--- src/rtl/wb_pkg.sv ---
// Shared constants and types for the writeback register file.
// Latency: n/a (declarations only). Backpressure: n/a.
// Consumed by the interface, arbiter and register file via import wb_pkg::*.
package wb_pkg;

    localparam int WB_CTRL_RESULT = 0;
    localparam int WB_CTRL_BASE   = 1;
    localparam int REG_ADDR_W     = 4;
    localparam int REG_COUNT      = 16;

    localparam logic [REG_ADDR_W-1:0] REG_PC = 4'd15;

    typedef logic [31:0] reg_word_t;

    // True when an enabled write port targets register index idx.
    function automatic logic addr_hit(input logic                  en,
                                      input logic [REG_ADDR_W-1:0] addr,
                                      input int                    idx);
        return en && (addr == REG_ADDR_W'(idx));
    endfunction

endpackage

--- src/rtl/wb_register_file_if.sv ---
// Writeback-to-register-file bus: two write streams, three read ports, PC redirect.
// Latency: n/a (wiring only). Backpressure: none, writes are always accepted.
// master = writeback/decode side, slave = register file.
interface wb_register_file_if
    import wb_pkg::*;
#(
    parameter int wb_control_width = 2
);

    logic [wb_control_width-1:0] wb_control;
    reg_word_t                   wb_content;
    logic [REG_ADDR_W-1:0]       wb_add;
    reg_word_t                   base_register_update_content;
    logic [REG_ADDR_W-1:0]       reg_update_address;

    logic [REG_ADDR_W-1:0]       rd_addr_0;
    logic [REG_ADDR_W-1:0]       rd_addr_1;
    logic [REG_ADDR_W-1:0]       rd_addr_2;
    reg_word_t                   rd_data_0;
    reg_word_t                   rd_data_1;
    reg_word_t                   rd_data_2;

    logic                        pc_redirect;
    reg_word_t                   pc_redirect_value;

    modport master (
        output wb_control, wb_content, wb_add,
        output base_register_update_content, reg_update_address,
        output rd_addr_0, rd_addr_1, rd_addr_2,
        input  rd_data_0, rd_data_1, rd_data_2,
        input  pc_redirect, pc_redirect_value
    );

    modport slave (
        input  wb_control, wb_content, wb_add,
        input  base_register_update_content, reg_update_address,
        input  rd_addr_0, rd_addr_1, rd_addr_2,
        output rd_data_0, rd_data_1, rd_data_2,
        output pc_redirect, pc_redirect_value
    );

endinterface

--- src/rtl/wb_write_arbiter.sv ---
// Resolves port A (result) / port B (base update) into per-register write enables and data.
// Latency: combinational. Backpressure: none; on a same-address clash port B is dropped.
// Shared by the array update and the optional same-cycle read bypass.
module wb_write_arbiter
    import wb_pkg::*;
#(
    parameter int reg_count = REG_COUNT
) (
    input  logic [1:0]            ctrl,
    input  logic [REG_ADDR_W-1:0] a_addr,
    input  reg_word_t             a_data,
    input  logic [REG_ADDR_W-1:0] b_addr,
    input  reg_word_t             b_data,
    output logic [reg_count-1:0]  we,
    output reg_word_t             wdata [reg_count]
);

    logic a_en;
    logic b_en;

    // Load data beats base writeback when both target the same register.
    assign a_en = ctrl[WB_CTRL_RESULT];
    assign b_en = ctrl[WB_CTRL_BASE] && !(a_en && (a_addr == b_addr));

    always_comb begin
        we = '0;
        for (int i = 0; i < reg_count; i++) begin
            wdata[i] = b_data;
            if (addr_hit(a_en, a_addr, i)) begin
                we[i]    = 1'b1;
                wdata[i] = a_data;
            end else if (addr_hit(b_en, b_addr, i)) begin
                we[i]    = 1'b1;
            end
        end
    end

endmodule

--- src/rtl/wb_register_file.sv ---
// Sixteen-entry ARM register file committing both writeback streams; r15 commits pulse pc_redirect.
// Latency: writes visible 1 cycle later (same cycle with WB_RF_BYPASS_EN); reads combinational.
// Backpressure: none, every enabled write commits; reset is synchronous active-low on `reset`.
module wb_register_file
    import wb_pkg::*;
#(
    parameter int reg_count = REG_COUNT
) (
    input  logic               clock,
    input  logic               reset,
    wb_register_file_if.slave  bus
);

    reg_word_t             regs [reg_count];
    logic [reg_count-1:0]  we;
    reg_word_t             wdata [reg_count];
    logic                  pc_redirect_q;
    reg_word_t             pc_redirect_value_q;

    logic [REG_ADDR_W-1:0] rd_addr [3];
    reg_word_t             rd_data [3];

    wb_write_arbiter #(
        .reg_count (reg_count)
    ) u_arbiter (
        .ctrl   (bus.wb_control[WB_CTRL_BASE:WB_CTRL_RESULT]),
        .a_addr (bus.wb_add),
        .a_data (bus.wb_content),
        .b_addr (bus.reg_update_address),
        .b_data (bus.base_register_update_content),
        .we     (we),
        .wdata  (wdata)
    );

    always_ff @(posedge clock) begin
        if (!reset) begin
            for (int i = 0; i < reg_count; i++) begin
                regs[i] <= '0;
            end
            pc_redirect_q       <= 1'b0;
            pc_redirect_value_q <= '0;
        end else begin
            for (int i = 0; i < reg_count; i++) begin
                if (we[i]) begin
                    regs[i] <= wdata[i];
                end
            end
            pc_redirect_q <= we[REG_PC];
            if (we[REG_PC]) begin
                pc_redirect_value_q <= wdata[REG_PC];
            end
        end
    end

    assign rd_addr[0] = bus.rd_addr_0;
    assign rd_addr[1] = bus.rd_addr_1;
    assign rd_addr[2] = bus.rd_addr_2;

    always_comb begin
        for (int k = 0; k < 3; k++) begin
            rd_data[k] = regs[rd_addr[k]];
`ifdef WB_RF_BYPASS_EN
            // Forward the priority-resolved write so decode sees it this cycle.
            if (we[rd_addr[k]]) begin
                rd_data[k] = wdata[rd_addr[k]];
            end
`endif
        end
    end

    assign bus.rd_data_0         = rd_data[0];
    assign bus.rd_data_1         = rd_data[1];
    assign bus.rd_data_2         = rd_data[2];
    assign bus.pc_redirect       = pc_redirect_q;
    assign bus.pc_redirect_value = pc_redirect_value_q;

endmodule
--- src/flat_wrapper.sv ---
// flat-port wrapper written by rule: the top's interface ports become plain ports
module wb_register_file_flat import wb_pkg::*;
#(
    parameter int reg_count = REG_COUNT
)
  (clock, reset, bus_wb_control, bus_wb_content, bus_wb_add, bus_base_register_update_content, bus_reg_update_address, bus_rd_addr_0, bus_rd_addr_1, bus_rd_addr_2, bus_rd_data_0, bus_rd_data_1, bus_rd_data_2, bus_pc_redirect, bus_pc_redirect_value);
  wb_register_file_if bus_i ();
  input  logic clock;
  input  logic reset;
  input wire logic [$bits(bus_i.wb_control)-1:0] bus_wb_control;
  input wire logic [$bits(bus_i.wb_content)-1:0] bus_wb_content;
  input wire logic [$bits(bus_i.wb_add)-1:0] bus_wb_add;
  input wire logic [$bits(bus_i.base_register_update_content)-1:0] bus_base_register_update_content;
  input wire logic [$bits(bus_i.reg_update_address)-1:0] bus_reg_update_address;
  input wire logic [$bits(bus_i.rd_addr_0)-1:0] bus_rd_addr_0;
  input wire logic [$bits(bus_i.rd_addr_1)-1:0] bus_rd_addr_1;
  input wire logic [$bits(bus_i.rd_addr_2)-1:0] bus_rd_addr_2;
  output wire logic [$bits(bus_i.rd_data_0)-1:0] bus_rd_data_0;
  output wire logic [$bits(bus_i.rd_data_1)-1:0] bus_rd_data_1;
  output wire logic [$bits(bus_i.rd_data_2)-1:0] bus_rd_data_2;
  output wire logic [$bits(bus_i.pc_redirect)-1:0] bus_pc_redirect;
  output wire logic [$bits(bus_i.pc_redirect_value)-1:0] bus_pc_redirect_value;
  assign bus_i.wb_control = bus_wb_control;
  assign bus_i.wb_content = bus_wb_content;
  assign bus_i.wb_add = bus_wb_add;
  assign bus_i.base_register_update_content = bus_base_register_update_content;
  assign bus_i.reg_update_address = bus_reg_update_address;
  assign bus_i.rd_addr_0 = bus_rd_addr_0;
  assign bus_i.rd_addr_1 = bus_rd_addr_1;
  assign bus_i.rd_addr_2 = bus_rd_addr_2;
  assign bus_rd_data_0 = bus_i.rd_data_0;
  assign bus_rd_data_1 = bus_i.rd_data_1;
  assign bus_rd_data_2 = bus_i.rd_data_2;
  assign bus_pc_redirect = bus_i.pc_redirect;
  assign bus_pc_redirect_value = bus_i.pc_redirect_value;
  wb_register_file #(.reg_count(reg_count)) u_core (.clock(clock), .reset(reset), .bus(bus_i));
endmodule
--- config.mk ---
export PLATFORM = sky130hd
export DESIGN_NAME = wb_register_file_flat
export DESIGN_NICKNAME = d
export VERILOG_FILES = /design/src/rtl/wb_pkg.sv /design/src/rtl/wb_register_file_if.sv /design/src/rtl/wb_write_arbiter.sv /design/src/rtl/wb_register_file.sv /design/src/flat_wrapper.sv
export SDC_FILE = /design/constraint.sdc
export NUM_CORES = 1
export LEC_CHECK = 0
export CORE_MARGIN = 3
export CORE_UTILIZATION = 30
export CTS_BUF_LIST = sky130_fd_sc_hd__clkbuf_16
export CTS_CLUSTER_SIZE = 10
export DETAILED_ROUTE_END_ITERATION = 12
export GPL_TIMING_DRIVEN = 0
export HOLD_SLACK_MARGIN = 0.08
export SLEW_MARGIN = 15
export SYNTH_ARGS = -nofsm -noshare
export SYNTH_HDL_FRONTEND = slang
export SYNTH_HIERARCHICAL = 1
export SYNTH_SLANG_ARGS = --single-unit
--- constraint.sdc ---
create_clock -name clock -period 4.9 [get_ports clock]
set_input_delay 1.225 -clock clock [delete_from_list [all_inputs] [get_ports clock]]
set_output_delay 1.225 -clock clock [all_outputs]
set_load 0.05 [all_outputs]
==> metrics.md <==
| Metric | Value |
|---|---|
| DR vias/cell | `6.09` |
| # setup viols final | `3` |
| Unique cell type count in the Yosys netlist | `36` |
| Non-Filler Instances | `about 4700` |
| Rows | `130` |
| Final design area excluding fillers | `between 0.04 and 0.05 sq mm` |
| Setup TNS | `-191 ps` |
| CTS tree | `done` |
| Clk pwr share | `33.5%` |
| Cell taking the most area after synthesis | `edfxtp_1` |
| Worst-margin pin slew | `1360 ps` |
| Startpoint types | `primary input` |
| Final Hold Viols | `0` |
| Fmax | `between 0.2 and 0.25 GHz` |
| Setup CP Type | `in2out` |
| Maximum fanout along the worst path | `11` |
| Via count | `28900` |
| Pin count of the biggest net entering global routing | `33` |
| Int Pwr | `9.41 mW` |
| Post-Route WL | `160000 um` |
| Final ANT Viol Nets | `0` |
| Syn_nets | `~2800` |
| Synth top cells by count | `edfxtp_1, mux2_2, mux4_2` |
| Root Buffer | `clkbuf_16` |
| Minimum clock period | `5000 ps` |
| Worst vdd ir | `0.230 mV` |
| Sink Count | `545` |
| Clock buffer depth | `3` |
| DRC | `0` |
| Pins Over Slew Limit | `0` |
| I/O pins | `around 220` |
| Sequential-to-total area share from yosys stat | `41.6%` |
| RSZ-0062 raised after global routing | `no` |
| Cts hold-fix bufs | `0` |
| LEAKAGE | `16.7 nW` |
| Initial antenna violation count | `17` |
| Failing checks | `negative setup slack` |
| Total GRT Usage | `23.6%` |
| Initial DRC Count | `4284` |
| H-Tree Depth | `3` |
| Die span in x | `365 um` |
| Share of Yosys cell area claimed by the top area cell type | `about two fifths` |
| Period utilization | `102%` |
| Psw | `4.35 mW` |
| Synth async-reset ratio | `0%` |
| Dpl cell area | `0.0432 sq mm` |
| WP data arrival | `3770 ps` |
| Placed cells | `4623` |
| Post-Syn Area per Cell | `14.0 sq um` |
| Register bit count reported by yosys | `about 550` |
| Final #Nets | `roughly 3100` |
| Setup crit end kind | `output port` |
| Initial core utilization | `30.5%` |
| Share of layout cells above drive strength 1 | `between 40% and 50%` |
| Grt ovf | `0` |
| TritonCTS Buffers | `67` |
| First-pass DRT Iterations | `6` |
| First-pass GRT wire length | `approximately 220000 um` |
| Post-Synthesis Cells | `approximately 2700` |
| Routed len/inst | `33.7 um` |
| Layout Skew | `0 ps` |
| Sequential power share | `41.8%` |
| Netlist Area Pre-Place | `0.0386 sq mm` |
| Critical Path RT | `3670 ps` |
| Ranking of synthesized cells by area | `edfxtp_1, mux4_2, mux2_2` |
| Dominant synthesized flop cell | `edfxtp_1` |
| Post-synth EDFFs | `512` |
| P per Cell Area | `303 mW/mm^2` |
| HP Class | `reg2reg` |
| Routability cong. | `approximately 0.94` |
| Synth Warn # | `6` |
| Status | `finished, violations left` |
| Vias in the first global route | `28300` |
| Dpl hpwl | `around 120000 um` |
| IO Port Bufs | `206` |
| Clk Latency, worst-skew pair | `about 620 ps` |
| Die Height | `365 um` |
| Rel. slew slack | `8.44%` |
| Synth-to-Final Area Change | `17.9%` |
| Switching share of power | `between 30% and 40%` |
| Maxcap violations | `0` |
| Clock Pin Slew Worst Setup and Hold Paths | `60 ps` |
| Worst Setup Slack, final | `-96.9 ps` |
| # Post-CTS Setup Buffers | `0` |
| Core area | `0.127 sq mm` |
| Die footprint | `0.133 sq mm` |
| Comb pwr share | `24.8%` |
| Most frequent cell after synthesis | `edfxtp_1` |
[cell usage in the layout (no fill, tap or decap), drive strengths merged, types with 7 or more instances in the layout]
| master | n |
|---|---|
| nand3 | 7 |
| a22oi | 192 |
| mux2 | 512 |
| dlygate4sd2 | 24 |
| clkinv | 7 |
| nand2 | 110 |
| nand2b | 21 |
| nor2 | 11 |
| dfxtp | 33 |
| clkdlybuf4s50 | 104 |
| buf | 136 |
| clkbuf | 302 |
| inv | 33 |
| nor2b | 42 |
| diode | 10 |
| mux4 | 384 |
| o21bai | 7 |
| dlymetal6s2s | 10 |
| mux2i | 32 |
| edfxtp | 512 |
| and2 | 197 |
| clkdlybuf4s15 | 59 |
| and3 | 321 |
[critical path: stages]
cell and delay, ps:
buf_2 400, clkdlybuf4s15_2 640, mux4_2 410, a22oi_1 250, nand2_1 300, dlygate4sd2_1 530
[power groups by stage]
stage	Combinational, mW	Clock (mW)	Sequential [mW]
after detailed placement	3.34	0	5.84
after floorplan	2.06	0	5.75
after global placement	3.27	0	5.82
final	3.41	4.61	5.75
after global routing	3.50	4.84	5.79
after CTS	3.34	4.67	5.74
[registers in the layout, summed over array words and instances, names as in the netlist]
register	count
u_core/regs	512
u_core/bus.pc_redirect_value	32
u_core/bus.pc_redirect	1
[what timing repair did]
item | in CTS | in global routing
resized for setup | 332 | 47
setup endpoints to repair | 96 | 67
pin swaps | 0 | 1
[metal layers]
layer	part of all wire [%]	vias up	global-route usage (%)
met2	44	2098	35.7
met5	0.051	-	0
li1	-	11600	-
met4	4.7	12	9.83
met1	38	14800	31.0
met3	13	337	7.82
[final cells by class]
| cell class | instances | area, sq um |
|---|---|---|
| repair buffers | 225 | 2430 |
| diodes | 10 | 25.0 |
| clock buffers | 71 | 1780 |
| clock inverters | 40 | 156 |
| flip-flops and latches | 545 | 16000 |
| fillers | 12300 | 81100 |
| plain buffers | 341 | 1940 |
| multi-input cells | 1859 | 21000 |
| well taps | 1650 | 2060 |
[stage by stage]
stage	util, %	setup WS [ps]	power, mW	hold slack (ps)
after floorplan	-	1020	7.81	743
after global placement	33.7	-1990	9.09	500
after detailed placement	34.1	-967	9.18	502
after CTS	35.9	-246	13.8	519
after global routing	35.9	9.10	14.1	544
final	35.9	-96.9	13.8	512
[path summary, 6_finish.rpt]
| kind | from | end | slack, ps | depth (start not counted) |
|---|---|---|---|---|
| max reg2reg | u_core/bus.pc_redirect_value[22]$_SDFFE_PN0P_ | u_core/bus.pc_redirect_value[22]$_SDFFE_PN0P_ | 4250 | 2 |
| min reg2reg | u_core/bus.pc_redirect_value[10]$_SDFFE_PN0P_ | u_core/bus.pc_redirect_value[10]$_SDFFE_PN0P_ | 510 | 2 |
| min | u_core/bus.pc_redirect_value[10]$_SDFFE_PN0P_ | u_core/bus.pc_redirect_value[10]$_SDFFE_PN0P_ | 510 | 2 |
| max | bus_rd_addr_1[1] | bus_rd_data_1[31] | -100 | 6 |
[logic make-up (layout without fill, tap and decap cells)]
family / count (synthesis) / count (layout) / synth area share [%]
mux: 928 / 928 / 38.5
simple gates: 720 / 720 / 11.1
flops: 545 / 545 / 41.6
buf+inv: 344 / 677 / 4.68
compound gates: 208 / 208 / 4.06
xor+xnor: 3 / 3 / 0.0682
other cells: 0 / 10 / 0
Note: power is estimated with default switching activity, not from simulation.
